## src/rtl/viterbi_pkg.sv

```systemverilog
// Shared types and default sizes for the Viterbi step controller.
package viterbi_pkg;

  localparam int unsigned NumStates = 8;
  localparam int unsigned MaxObs    = 64;
  localparam int unsigned FwDefault = 16;
  localparam int unsigned ObsWidth  = 4;
  localparam int unsigned SW        = $clog2(NumStates);
  localparam int unsigned NW        = $clog2(MaxObs);

  typedef enum logic [2:0] {
    StIdle,
    StFetch,
    StInit,
    StIssue,
    StWait,
    StWrite,
    StSwap,
    StFinish
  } state_e;

endpackage

```

## src/rtl/viterbi_step_ctrl_if.sv

```systemverilog
// Bundle of control, memory and datapath signals around the Viterbi step controller.
interface viterbi_step_ctrl_if
  import viterbi_pkg::*;
#(
  parameter int unsigned I    = NumStates,
  parameter int unsigned FW   = FwDefault,
  parameter int unsigned NMAX = MaxObs,
  parameter int unsigned OW   = ObsWidth
);
  localparam int unsigned Sw = $clog2(I);
  localparam int unsigned Nw = $clog2(NMAX);

  logic             start;
  logic [Nw:0]      num_obs;
  logic             busy;
  logic             done;
  logic             err;
  logic [Nw-1:0]    obs_addr;
  logic [OW-1:0]    obs_data;
  logic [OW-1:0]    obs_q;
  logic [Sw-1:0]    col_idx;
  logic [FW-1:0]    logpi_in;
  logic [FW-1:0]    logB_in;
  logic             chain_start;
  logic             chain_done;
  logic [FW-1:0]    chain_delta;
  logic [Sw-1:0]    chain_psi;
  logic             rd_bank;
  logic             wr_bank;
  logic             delta_we;
  logic [Sw-1:0]    delta_waddr;
  logic [FW-1:0]    delta_wdata;
  logic             psi_we;
  logic [Nw+Sw-1:0] psi_waddr;
  logic [Sw-1:0]    psi_wdata;
  logic [Sw-1:0]    best_state;
  logic [FW-1:0]    best_delta;

  modport master (
    input  start, num_obs, obs_data, logpi_in, logB_in, chain_done, chain_delta, chain_psi,
    output busy, done, err, obs_addr, obs_q, col_idx, chain_start, rd_bank, wr_bank,
           delta_we, delta_waddr, delta_wdata, psi_we, psi_waddr, psi_wdata,
           best_state, best_delta
  );

  modport slave (
    output start, num_obs, obs_data, logpi_in, logB_in, chain_done, chain_delta, chain_psi,
    input  busy, done, err, obs_addr, obs_q, col_idx, chain_start, rd_bank, wr_bank,
           delta_we, delta_waddr, delta_wdata, psi_we, psi_waddr, psi_wdata,
           best_state, best_delta
  );

endinterface

```

## src/rtl/viterbi_argmax_tracker.sv

```systemverilog
// Signed running maximum with index; strict compare so ties keep the earliest index.
module viterbi_argmax_tracker
  import viterbi_pkg::*;
#(
  parameter int unsigned Width    = FwDefault,
  parameter int unsigned IdxWidth = SW
) (
  input  logic                       clk,
  input  logic                       rst_n,
  input  logic                       clr_i,
  input  logic                       upd_i,
  input  logic                       load_i,
  input  logic        [IdxWidth-1:0] idx_i,
  input  logic signed [Width-1:0]    val_i,
  output logic        [IdxWidth-1:0] idx_o,
  output logic signed [Width-1:0]    val_o
);

  logic        [IdxWidth-1:0] idx_q, idx_d;
  logic signed [Width-1:0]    val_q, val_d;

  always_comb begin
    idx_d = idx_q;
    val_d = val_q;
    if (clr_i) begin
      idx_d = '0;
      val_d = '0;
    end else if (upd_i && (load_i || (val_i > val_q))) begin
      idx_d = idx_i;
      val_d = val_i;
    end
  end

  always_ff @(posedge clk) begin
    if (!rst_n) begin
      idx_q <= '0;
      val_q <= '0;
    end else begin
      idx_q <= idx_d;
      val_q <= val_d;
    end
  end

  assign idx_o = idx_q;
  assign val_o = val_q;

endmodule

```

## src/rtl/viterbi_step_ctrl.sv

```systemverilog
// Sequences a full Viterbi decode: per step, fetch the symbol, run every column through the
// shared datapath, store delta/psi, swap delta banks; tracks the best final state.
module viterbi_step_ctrl
  import viterbi_pkg::*;
#(
  parameter int unsigned I    = NumStates,
  parameter int unsigned FW   = FwDefault,
  parameter int unsigned NMAX = MaxObs,
  parameter int unsigned OW   = ObsWidth
) (
  input logic                 clk,
  input logic                 rst_n,
  viterbi_step_ctrl_if.master bus
);

  localparam int unsigned   Sw        = $clog2(I);
  localparam int unsigned   Nw        = $clog2(NMAX);
  localparam logic [Sw-1:0] JLast     = Sw'(I - 1);
  localparam logic [Nw:0]   NumObsMax = (Nw + 1)'(NMAX);

  state_e        state_q, state_d;
  logic [Nw-1:0] n_q, n_d;
  logic [Nw-1:0] nlast_q, nlast_d;
  logic [Sw-1:0] j_q, j_d;
  logic [OW-1:0] obs_q, obs_d;
  logic          wr_bank_q, wr_bank_d;
  logic          err_q, err_d;
  logic          bad_q, bad_d;

  logic          num_ok;
  logic          delta_we, psi_we, chain_start;
  logic          trk_clr, trk_upd;
  logic [FW-1:0] init_sum, delta_wdata;

  assign num_ok      = (bus.num_obs != '0) && (bus.num_obs <= NumObsMax);
  assign init_sum    = bus.logpi_in + bus.logB_in;
  assign delta_wdata = (state_q == StInit) ? init_sum : bus.chain_delta;

  always_comb begin
    state_d     = state_q;
    n_d         = n_q;
    nlast_d     = nlast_q;
    j_d         = j_q;
    obs_d       = obs_q;
    wr_bank_d   = wr_bank_q;
    err_d       = err_q;
    bad_d       = 1'b0;
    delta_we    = 1'b0;
    psi_we      = 1'b0;
    chain_start = 1'b0;
    trk_clr     = 1'b0;
    trk_upd     = 1'b0;
    unique case (state_q)
      StIdle: begin
        if (bus.start) begin
          if (num_ok) begin
            nlast_d = Nw'(bus.num_obs - 1'b1);
            err_d   = 1'b0;
            trk_clr = 1'b1;
            n_d     = '0;
            j_d     = '0;
            state_d = StFetch;
          end else begin
            err_d = 1'b1;
            bad_d = 1'b1;
          end
        end
      end
      StFetch: begin
        obs_d   = bus.obs_data;
        state_d = (n_q == '0) ? StInit : StIssue;
      end
      StInit: begin
        delta_we = 1'b1;
        trk_upd  = (n_q == nlast_q);
        j_d      = j_q + 1'b1;
        if (j_q == JLast) state_d = StSwap;
      end
      StIssue: begin
        chain_start = 1'b1;
        state_d     = StWait;
      end
      StWait: begin
        if (bus.chain_done) state_d = StWrite;
      end
      StWrite: begin
        delta_we = 1'b1;
        psi_we   = 1'b1;
        trk_upd  = (n_q == nlast_q);
        if (j_q == JLast) begin
          state_d = StSwap;
        end else begin
          j_d     = j_q + 1'b1;
          state_d = StIssue;
        end
      end
      StSwap: begin
        wr_bank_d = ~wr_bank_q;
        j_d       = '0;
        if (n_q == nlast_q) begin
          state_d = StFinish;
        end else begin
          n_d     = n_q + 1'b1;
          state_d = StFetch;
        end
      end
      StFinish: state_d = StIdle;
      default:  state_d = StIdle;
    endcase
  end

  always_ff @(posedge clk) begin
    if (!rst_n) begin
      state_q   <= StIdle;
      n_q       <= '0;
      nlast_q   <= '0;
      j_q       <= '0;
      obs_q     <= '0;
      wr_bank_q <= 1'b0;
      err_q     <= 1'b0;
      bad_q     <= 1'b0;
    end else begin
      state_q   <= state_d;
      n_q       <= n_d;
      nlast_q   <= nlast_d;
      j_q       <= j_d;
      obs_q     <= obs_d;
      wr_bank_q <= wr_bank_d;
      err_q     <= err_d;
      bad_q     <= bad_d;
    end
  end

  viterbi_argmax_tracker #(
    .Width    (FW),
    .IdxWidth (Sw)
  ) u_tracker (
    .clk    (clk),
    .rst_n  (rst_n),
    .clr_i  (trk_clr),
    .upd_i  (trk_upd),
    .load_i (j_q == '0),
    .idx_i  (j_q),
    .val_i  (delta_wdata),
    .idx_o  (bus.best_state),
    .val_o  (bus.best_delta)
  );

  // Address leads by one cycle so the registered memory has the symbol ready during FETCH.
  assign bus.obs_addr    = n_d;
  assign bus.obs_q       = obs_q;
  assign bus.col_idx     = j_q;
  assign bus.busy        = (state_q != StIdle);
  assign bus.done        = (state_q == StFinish) || bad_q;
  assign bus.err         = err_q;
  assign bus.chain_start = chain_start;
  assign bus.rd_bank     = ~wr_bank_q;
  assign bus.wr_bank     = wr_bank_q;
  assign bus.delta_we    = delta_we;
  assign bus.delta_waddr = j_q;
  assign bus.delta_wdata = delta_wdata;
  assign bus.psi_we      = psi_we;
  assign bus.psi_waddr   = {n_q, j_q};
  assign bus.psi_wdata   = bus.chain_psi;

endmodule

```

## src/flat_wrapper.sv

```systemverilog
// flat-port wrapper written by rule: the top's interface ports become plain ports
module viterbi_step_ctrl_flat import viterbi_pkg::*;
#(
  parameter int unsigned I    = NumStates,
  parameter int unsigned FW   = FwDefault,
  parameter int unsigned NMAX = MaxObs,
  parameter int unsigned OW   = ObsWidth
)
  (clk, rst_n, bus_start, bus_num_obs, bus_obs_data, bus_logpi_in, bus_logB_in, bus_chain_done, bus_chain_delta, bus_chain_psi, bus_busy, bus_done, bus_err, bus_obs_addr, bus_obs_q, bus_col_idx, bus_chain_start, bus_rd_bank, bus_wr_bank, bus_delta_we, bus_delta_waddr, bus_delta_wdata, bus_psi_we, bus_psi_waddr, bus_psi_wdata, bus_best_state, bus_best_delta);
  viterbi_step_ctrl_if #(.I(I), .FW(FW), .NMAX(NMAX), .OW(OW)) bus_i ();
  input logic clk;
  input logic rst_n;
  input wire logic [$bits(bus_i.start)-1:0] bus_start;
  input wire logic [$bits(bus_i.num_obs)-1:0] bus_num_obs;
  input wire logic [$bits(bus_i.obs_data)-1:0] bus_obs_data;
  input wire logic [$bits(bus_i.logpi_in)-1:0] bus_logpi_in;
  input wire logic [$bits(bus_i.logB_in)-1:0] bus_logB_in;
  input wire logic [$bits(bus_i.chain_done)-1:0] bus_chain_done;
  input wire logic [$bits(bus_i.chain_delta)-1:0] bus_chain_delta;
  input wire logic [$bits(bus_i.chain_psi)-1:0] bus_chain_psi;
  output wire logic [$bits(bus_i.busy)-1:0] bus_busy;
  output wire logic [$bits(bus_i.done)-1:0] bus_done;
  output wire logic [$bits(bus_i.err)-1:0] bus_err;
  output wire logic [$bits(bus_i.obs_addr)-1:0] bus_obs_addr;
  output wire logic [$bits(bus_i.obs_q)-1:0] bus_obs_q;
  output wire logic [$bits(bus_i.col_idx)-1:0] bus_col_idx;
  output wire logic [$bits(bus_i.chain_start)-1:0] bus_chain_start;
  output wire logic [$bits(bus_i.rd_bank)-1:0] bus_rd_bank;
  output wire logic [$bits(bus_i.wr_bank)-1:0] bus_wr_bank;
  output wire logic [$bits(bus_i.delta_we)-1:0] bus_delta_we;
  output wire logic [$bits(bus_i.delta_waddr)-1:0] bus_delta_waddr;
  output wire logic [$bits(bus_i.delta_wdata)-1:0] bus_delta_wdata;
  output wire logic [$bits(bus_i.psi_we)-1:0] bus_psi_we;
  output wire logic [$bits(bus_i.psi_waddr)-1:0] bus_psi_waddr;
  output wire logic [$bits(bus_i.psi_wdata)-1:0] bus_psi_wdata;
  output wire logic [$bits(bus_i.best_state)-1:0] bus_best_state;
  output wire logic [$bits(bus_i.best_delta)-1:0] bus_best_delta;
  assign bus_i.start = bus_start;
  assign bus_i.num_obs = bus_num_obs;
  assign bus_i.obs_data = bus_obs_data;
  assign bus_i.logpi_in = bus_logpi_in;
  assign bus_i.logB_in = bus_logB_in;
  assign bus_i.chain_done = bus_chain_done;
  assign bus_i.chain_delta = bus_chain_delta;
  assign bus_i.chain_psi = bus_chain_psi;
  assign bus_busy = bus_i.busy;
  assign bus_done = bus_i.done;
  assign bus_err = bus_i.err;
  assign bus_obs_addr = bus_i.obs_addr;
  assign bus_obs_q = bus_i.obs_q;
  assign bus_col_idx = bus_i.col_idx;
  assign bus_chain_start = bus_i.chain_start;
  assign bus_rd_bank = bus_i.rd_bank;
  assign bus_wr_bank = bus_i.wr_bank;
  assign bus_delta_we = bus_i.delta_we;
  assign bus_delta_waddr = bus_i.delta_waddr;
  assign bus_delta_wdata = bus_i.delta_wdata;
  assign bus_psi_we = bus_i.psi_we;
  assign bus_psi_waddr = bus_i.psi_waddr;
  assign bus_psi_wdata = bus_i.psi_wdata;
  assign bus_best_state = bus_i.best_state;
  assign bus_best_delta = bus_i.best_delta;
  viterbi_step_ctrl #(.I(I), .FW(FW), .NMAX(NMAX), .OW(OW)) u_core (.clk(clk), .rst_n(rst_n), .bus(bus_i));
endmodule
```

## config.mk

```make
export PLATFORM = sky130hd
export DESIGN_NAME = viterbi_step_ctrl_flat
export DESIGN_NICKNAME = d
export VERILOG_FILES = /design/src/rtl/viterbi_pkg.sv /design/src/rtl/viterbi_step_ctrl_if.sv /design/src/rtl/viterbi_argmax_tracker.sv /design/src/rtl/viterbi_step_ctrl.sv /design/src/flat_wrapper.sv
export SDC_FILE = /design/constraint.sdc
export NUM_CORES = 1
export LEC_CHECK = 0
export BUFFER_PORTS_ARGS = -buffer_cell sky130_fd_sc_hd__buf_4
export CORE_UTILIZATION = 45
export CTS_BUF_LIST = sky130_fd_sc_hd__clkbuf_8 sky130_fd_sc_hd__clkbuf_16
export DETAILED_ROUTE_END_ITERATION = 6
export PLACE_DENSITY = 0.75
export SLEW_MARGIN = 40
export SYNTH_ARGS = -nofsm -noshare
export SYNTH_HDL_FRONTEND = slang
export SYNTH_SLANG_ARGS = --single-unit
```

## constraint.sdc

```tcl
create_clock -name clk -period 4.4 [get_ports clk]
set_input_delay 1.32 -clock clk [delete_from_list [all_inputs] [get_ports clk]]
set_output_delay 1.32 -clock clk [all_outputs]
set_load 0.02 [all_outputs]
```

# == After elaboration in Yosys (flattened, before gate mapping) ==
# Index checks and enable logic that the tools add are counted.
# op_classes
addsub,4
n_lt_le_gt_ge,2
eq_ne,14
mux,25
n_bitwise,2
n_reduce_logical,17
# ops
cell,count
3-bit 2-to-1 mux,9
3-bit case mux with 8 select lines,1
6-bit 2-to-1 mux,3
16-bit adder,1
16-bit greater-than comparator,1
16-bit 2-to-1 mux,1
"3-bit == test, second input constant",5
3-bit case mux with 4 select lines,1
6-bit case mux with 2 select lines,1
1-bit 2-to-1 mux,9
"2-bit inequality test, second input constant",4
4-bit AND reduction,2
"7-bit less-or-equal comparator, second input constant",1
7-bit nonzero test,1
"6-bit by 1-bit adder with 6-bit output, second input constant",1
"3-bit by 2-bit == test with 1-bit output, second input constant",2
6-bit == test,1
3-bit zero test,2
6-bit zero test,1
3-bit AND reduction,2
"6-bit by 1-bit subtractor with 6-bit output, second input constant",1
4-bit nonzero test,1
2-bit OR reduction,2
"3-bit by 1-bit adder with 3-bit output, second input constant",1
7 further kinds,10
# word_totals
reg_bits,44
input_bits,66
output_inout_bits,71
word_cells,74

# == Logic depth before layout (Yosys ltp) ==
# logic_depth
ltp_word,6
ltp_mapped,18
ltp_nobuf,17

# == Hierarchy ==
# Synthesis repeated with hierarchy kept, for this count alone.
# unflattened
hier_cells,489
area_unflattened_um2,3782.4
# modules_own_cells
mod,instances,cells_per_inst,area_per_inst_um2,seq_area_each_um2
viterbi_step_ctrl,1,341,2511.2,500.5
viterbi_argmax_tracker,1,148,1271.2,380.4

# == Least setup slack after synthesis ==
# OpenSTA, ideal clock, no wires.
# synth_path
path_type,input to register
start,in bus_logB_in[0]
end,"reg u_core.u_tracker.val_q[6], in the netlist u_core.u_tracker.val_o[6]"
setup_ns,0.060
arrival_time_ns,4.842
slack_ns,-0.502
stages,18
cell_sequence,ha_1 inv_1 fa_1 nand2b_1 a211oi_1 nor2_1 o21bai_1 xnor2_1 o21ai_0 ha_1 nand4_1 nor4_1 o21ai_0 o211ai_1 nand4_1 buf_2 a21oi_1 o21a_1
# synth_via
elab_chain_cells,5
# synth_lines
element,line,source
"start, declared",flat_wrapper.sv:17,input wire logic [$bits(bus_i.logB_in)-1:0] bus_logB_in;
16-bit adder,viterbi_step_ctrl.sv:36,assign init_sum = bus.logpi_in + bus.logB_in;
16-bit 2-to-1 mux,viterbi_step_ctrl.sv:37,assign delta_wdata = (state_q == StInit) ? init_sum : bus.chain_delta;
via bus_delta_wdata[12],flat_wrapper.sv:32,output wire logic [$bits(bus_i.delta_wdata)-1:0] bus_delta_wdata;
16-bit greater-than comparator,viterbi_argmax_tracker.sv:28,end else if (upd_i && (load_i || (val_i > val_q))) begin
1-bit logical OR,viterbi_argmax_tracker.sv:28,
1-bit logical AND,viterbi_argmax_tracker.sv:28,
"end signal, assigned",viterbi_argmax_tracker.sv:40,val_q <= val_d;
"end, declared",viterbi_argmax_tracker.sv:20,"logic signed [Width-1:0] val_q, val_d;"
# The timed path passes the listed nets, and every way through them passes these cells.
# A chain may end at the register's enable or synchronous reset.

# == Worst setup path in the final report ==
# layout_path
start,in bus_logpi_in[0]
end,out bus_delta_wdata[14]
# layout_via
elab_chain_cells,2
# layout_lines
element,line,source
"start, declared",flat_wrapper.sv:16,input wire logic [$bits(bus_i.logpi_in)-1:0] bus_logpi_in;
16-bit adder,viterbi_step_ctrl.sv:36,
16-bit 2-to-1 mux,viterbi_step_ctrl.sv:37,
"end, declared",flat_wrapper.sv:32,
# No other way between the ends.

==> metrics.md <==
| Metric | Value |
|---|---|
| Worst Setup Slack post-DPL | -0.3822 ns |
| Largest cells by area after synthesis | dfxtp_1 (25%), ha_1 (13%), o21ai_0 (5.1%) |
| Number of I/O pins | 137 |
| Post-CTS Hold Fix Bufs | 0 |
| Die area | 8242 µm² |
| Die Ht | 90.79 µm |
| Fmax | 219.7 MHz |
| Top FF cell, synth | dfxtp_1 |
| Minimum clock period | 4.553 ns |
| Hold path startpoint | u_core.bus.err$_SDFFE_PN0P_ |
| WP data required | 3.08 ns |
| Critical path launch point type | input pin |
| Sw Share | 0.3726 |
| Maxcap violations | 0 |
| Gate power share | 0.479 |
| Sink Count | 44 |
| Status | finished with violations |
| Critical Path End Type | output port |
| 1st-iter DRT viols | 140 |
| Initial Util | 0.4614 |
| Fin Hold WS | 0.4937 ns |
| Register area | 880.8 µm² |
| Asr flop ratio synth | 0 |
| Initial antenna violation count | 0 |
| Critical-path top delay cell | fa_2 |
| Clock Path Buffers | 2 |
| Vias in the first global route | 3,694 |
| Failing checks | setup timing |
| Sum Neg Setup Slack | -1.904 ns |
| Period utilization | 1.035 |
| Vias | 3,856 |
| Distinct cells, synth | 50 |
| Clock buffer count from CTS | 5 |
| Yosys warning total | 0 |
| Area Growth Syn to Fin | 50.23% |
| Fill cell count | 614 |
| Clock network latency to the later pin of the worst-skew pair | 0.30 ns |
| Routed length per instance | 14.26 µm |
| Crit-path cells | buf_6 -> ha_4 -> inv_2 -> fa_2 -> nand2b_4 -> a211oi_4 -> nor2_4 -> o31a_1 -> a211o_4 -> buf_6 |
| CTS root buf | clkbuf_8 |
| Number of I/O port buffers | 130 |
| Syn Nets | 559 |
| Cell area power density | 252.0 nW/µm² |
| Total congestion overflow | 0 |
| Clock skew | 0.008577 ns |
| Share of cells above drive strength 1 | 0.3794 |
| Yosys top cell area share | 0.2483 |
| Global-route wire length before repair | 16,690 µm |
| Post-route worst setup slack | -0.1526 ns |
| Vias per cell | 5.326 |
| FP Rows | 32 |
| Rel. slew slack | 0.4579 |
| Final Max Slew Viols | 0 |
| Post-route ant nets | 0 |
| Tot GR Track Use | 0.2442 |
| # diodes | 0 |
| H-tree depth | 2 |
| Switching power | 500.2 µW |
| Reg-to-reg slack, setup | 0.68 ns |
| Critical path type | input pin to output port |
| Cells after Synth | 455 |
| Detailed Routing Iterations Pass 1 | 6 |
| Top delay family on crit path | compound AO/OA/AOI/OAI gates |
| GPL Wtd Cong | 0.8949 |
| Post-synth EDFFs | 0 |
| CTS tree | yes |
| Synthesized area | 3547 µm² |
| CP bufs+invs | 3 |
| Internal power | 842.4 µW |
| Clock power frac | 0.188 |
| Worst reg2reg path startpoint | u_core.state_q[1]$_SDFFE_PN0P_ |
| VDD IR max | 143.0 µV |
| Cell mode on critical path | buf_6 |
| Crit path from | bus_logpi_in[0] |
| CP arrival | 3.23 ns |
| CP max stage delay | 0.36 ns |
| Pwr Total | 1.343 mW |
| Crit Path Max Fanout | 3 |
| Leading area contributor after synthesis | dfxtp_1 |
| Avg Inst Size Synth | 7.796 µm² |
| Die Wd | 90.79 µm |
| Worst min path class | register to register |
| Final Hold Vio Count | 0 |
| LEAKAGE | 2.537 nW |
| Sequential area share after synthesis | 0.2483 |
| Seq pwr share | 0.333 |
| Multi-input gate area | 2620 µm² |
| Nets@finish | 726 |
| RSZ-0062 raised after global routing | yes |
| HPWL after DPL | 7809 µm |
| Drt drc | 0 |
| Number of synthesized register bits | 44 |
| Core area | 7687 µm² |
| Register clock-pin slew on the reported worst setup and hold paths | 0.09 ns |
| Pin count of the biggest net entering global routing | 27 |
| Final WL | 10,320 µm |
| Final setup vio count | 24 |
| Worst slew pin tran | 0.8111 ns |
==> power by group through the flow <==
stage          Combinational [mW]  Clock (mW)  Sequential (mW)
4_1_cts                     0.604       0.261            0.448
5_1_grt                     0.703       0.276            0.451
6_report                    0.643       0.252            0.447
3_3_place_gp                0.556           0            0.456
3_5_place_dp                0.569           0            0.457
2_1_floorplan               0.337           0            0.460
==> routing by layer <==
layer,share of wire,track usage,vias to the layer above
met3,0.073,0.04545,16
met5,0,0,-
li1,-,-,1946
met4,0.016,0.07804,0
met2,0.48,0.4318,156
met1,0.43,0.2971,1738
==> worst register-to-register path, cell delays in order (launching register included) <==
cell	delay [ns]
dfxtp_1	0.60
nor2b_4	0.31
nand2_2	0.37
a2111oi_0	0.51
o31a_1	0.22
a211o_4	0.12
ha_4	0.13
nand4_1	0.14
nor4_2	0.25
o21ai_1	0.11
o211ai_1	0.13
nand4_1	0.20
buf_4	0.21
buf_6	0.13
a211oi_1	0.20
==> worst paths after layout <==
path,to,cells after the start
hold / removal,u_core.bus.err$_SDFFE_PN0P_,2
setup / recovery,bus_delta_wdata[14],10
setup reg to reg,u_core.u_tracker.val_o[5]$_SDFFE_PP0P_,14
hold reg to reg,u_core.bus.err$_SDFFE_PN0P_,2
==> Yosys cell counts, types with 5 or more instances <==
| library cell | instances |
|---|---|
| nand2b_1 | 8 |
| nor2_1 | 37 |
| nor2b_1 | 9 |
| a21oi_1 | 22 |
| ha_1 | 37 |
| a211oi_1 | 12 |
| clkbuf_1 | 9 |
| o211ai_1 | 7 |
| buf_4 | 9 |
| nor4_1 | 6 |
| o211a_1 | 8 |
| mux2i_1 | 12 |
| o21a_1 | 6 |
| xor2_1 | 11 |
| xnor2_1 | 8 |
| nand4_1 | 7 |
| o21bai_1 | 5 |
| and2_1 | 9 |
| nor3_1 | 7 |
| nand3_1 | 10 |
| o21ai_0 | 36 |
| inv_1 | 35 |
| nand2_1 | 48 |
| buf_2 | 10 |
| dfxtp_1 | 44 |
==> registers in the layout, summed over array words and instances (netlist names) <==
name,cells
u_core.nlast_q,6
u_core.state_q,3
u_core.bus.wr_bank,1
u_core.bus.err,1
u_core.u_tracker.val_o,16
u_core.u_tracker.idx_o,3
u_core.n_q,6
u_core.bus.obs_q,4
u_core.bad_q,1
u_core.bus.col_idx,3
==> kinds of logic (layout without fill, tap and decap cells) <==
group | Yosys count | after routing | synth area share
xor gates and xnor gates | 19 | 19 | 0.04691
AOI/OAI and AO/OA | 126 | 126 | 0.2466
muxes | 12 | 12 | 0.03386
adders and majority gates | 38 | 38 | 0.1362
DFF | 44 | 44 | 0.2483
and+or+nand+nor | 153 | 153 | 0.2085
buffers and inverters | 63 | 230 | 0.07972
==> cells in the final DEF (no fill, tap or decap), types with 4 or more instances in the layout <==
cell,instances
nor2_1,34
o21a_1,6
dfxtp_1,44
o211ai_1,7
o21ai_1,7
a211oi_1,8
nand2b_1,7
a21oi_1,19
xnor2_1,7
inv_1,34
mux2i_1,12
o21ai_0,26
buf_6,17
ha_1,30
nor4_1,5
and2_1,9
a21o_1,4
clkbuf_8,5
nand4_1,7
and3_1,4
ha_4,7
nor3_1,6
o211a_1,8
nor2b_1,9
buf_4,170
nand3_1,10
nand2_1,46
xor2_1,11
==> area by class of cell <==
| cell class | instances | area share |
|---|---|---|
| Clock buffer | 5 | 0.01291 |
| Clock inverter | 2 | 0.002348 |
| Inverter | 35 | 0.02465 |
| Multi-Input combinational cell | 348 | 0.4917 |
| Sequential cell | 44 | 0.1653 |
| Tap cell | 102 | 0.02395 |
| Timing Repair Buffer | 188 | 0.2792 |
==> per-stage QoR <==
stage	cells	area [µm²]	util
after floorplan	455	3655	-
after global placement	700	4903	0.6379
after detailed placement	700	4903	0.6379
after CTS	718	5151	0.6701
after global routing	724	5329	0.6932
final	724	5329	0.6932
==> repair_timing <==
item | in CTS | in global routing
setup buffers | 11 | 5
endpoints found under the setup margin | 16 | 36
cloned | 0 | 1
pin swaps | 14 | 7
resized for setup | 18 | 33
Note: power is estimated with default switching activity, not from simulation.
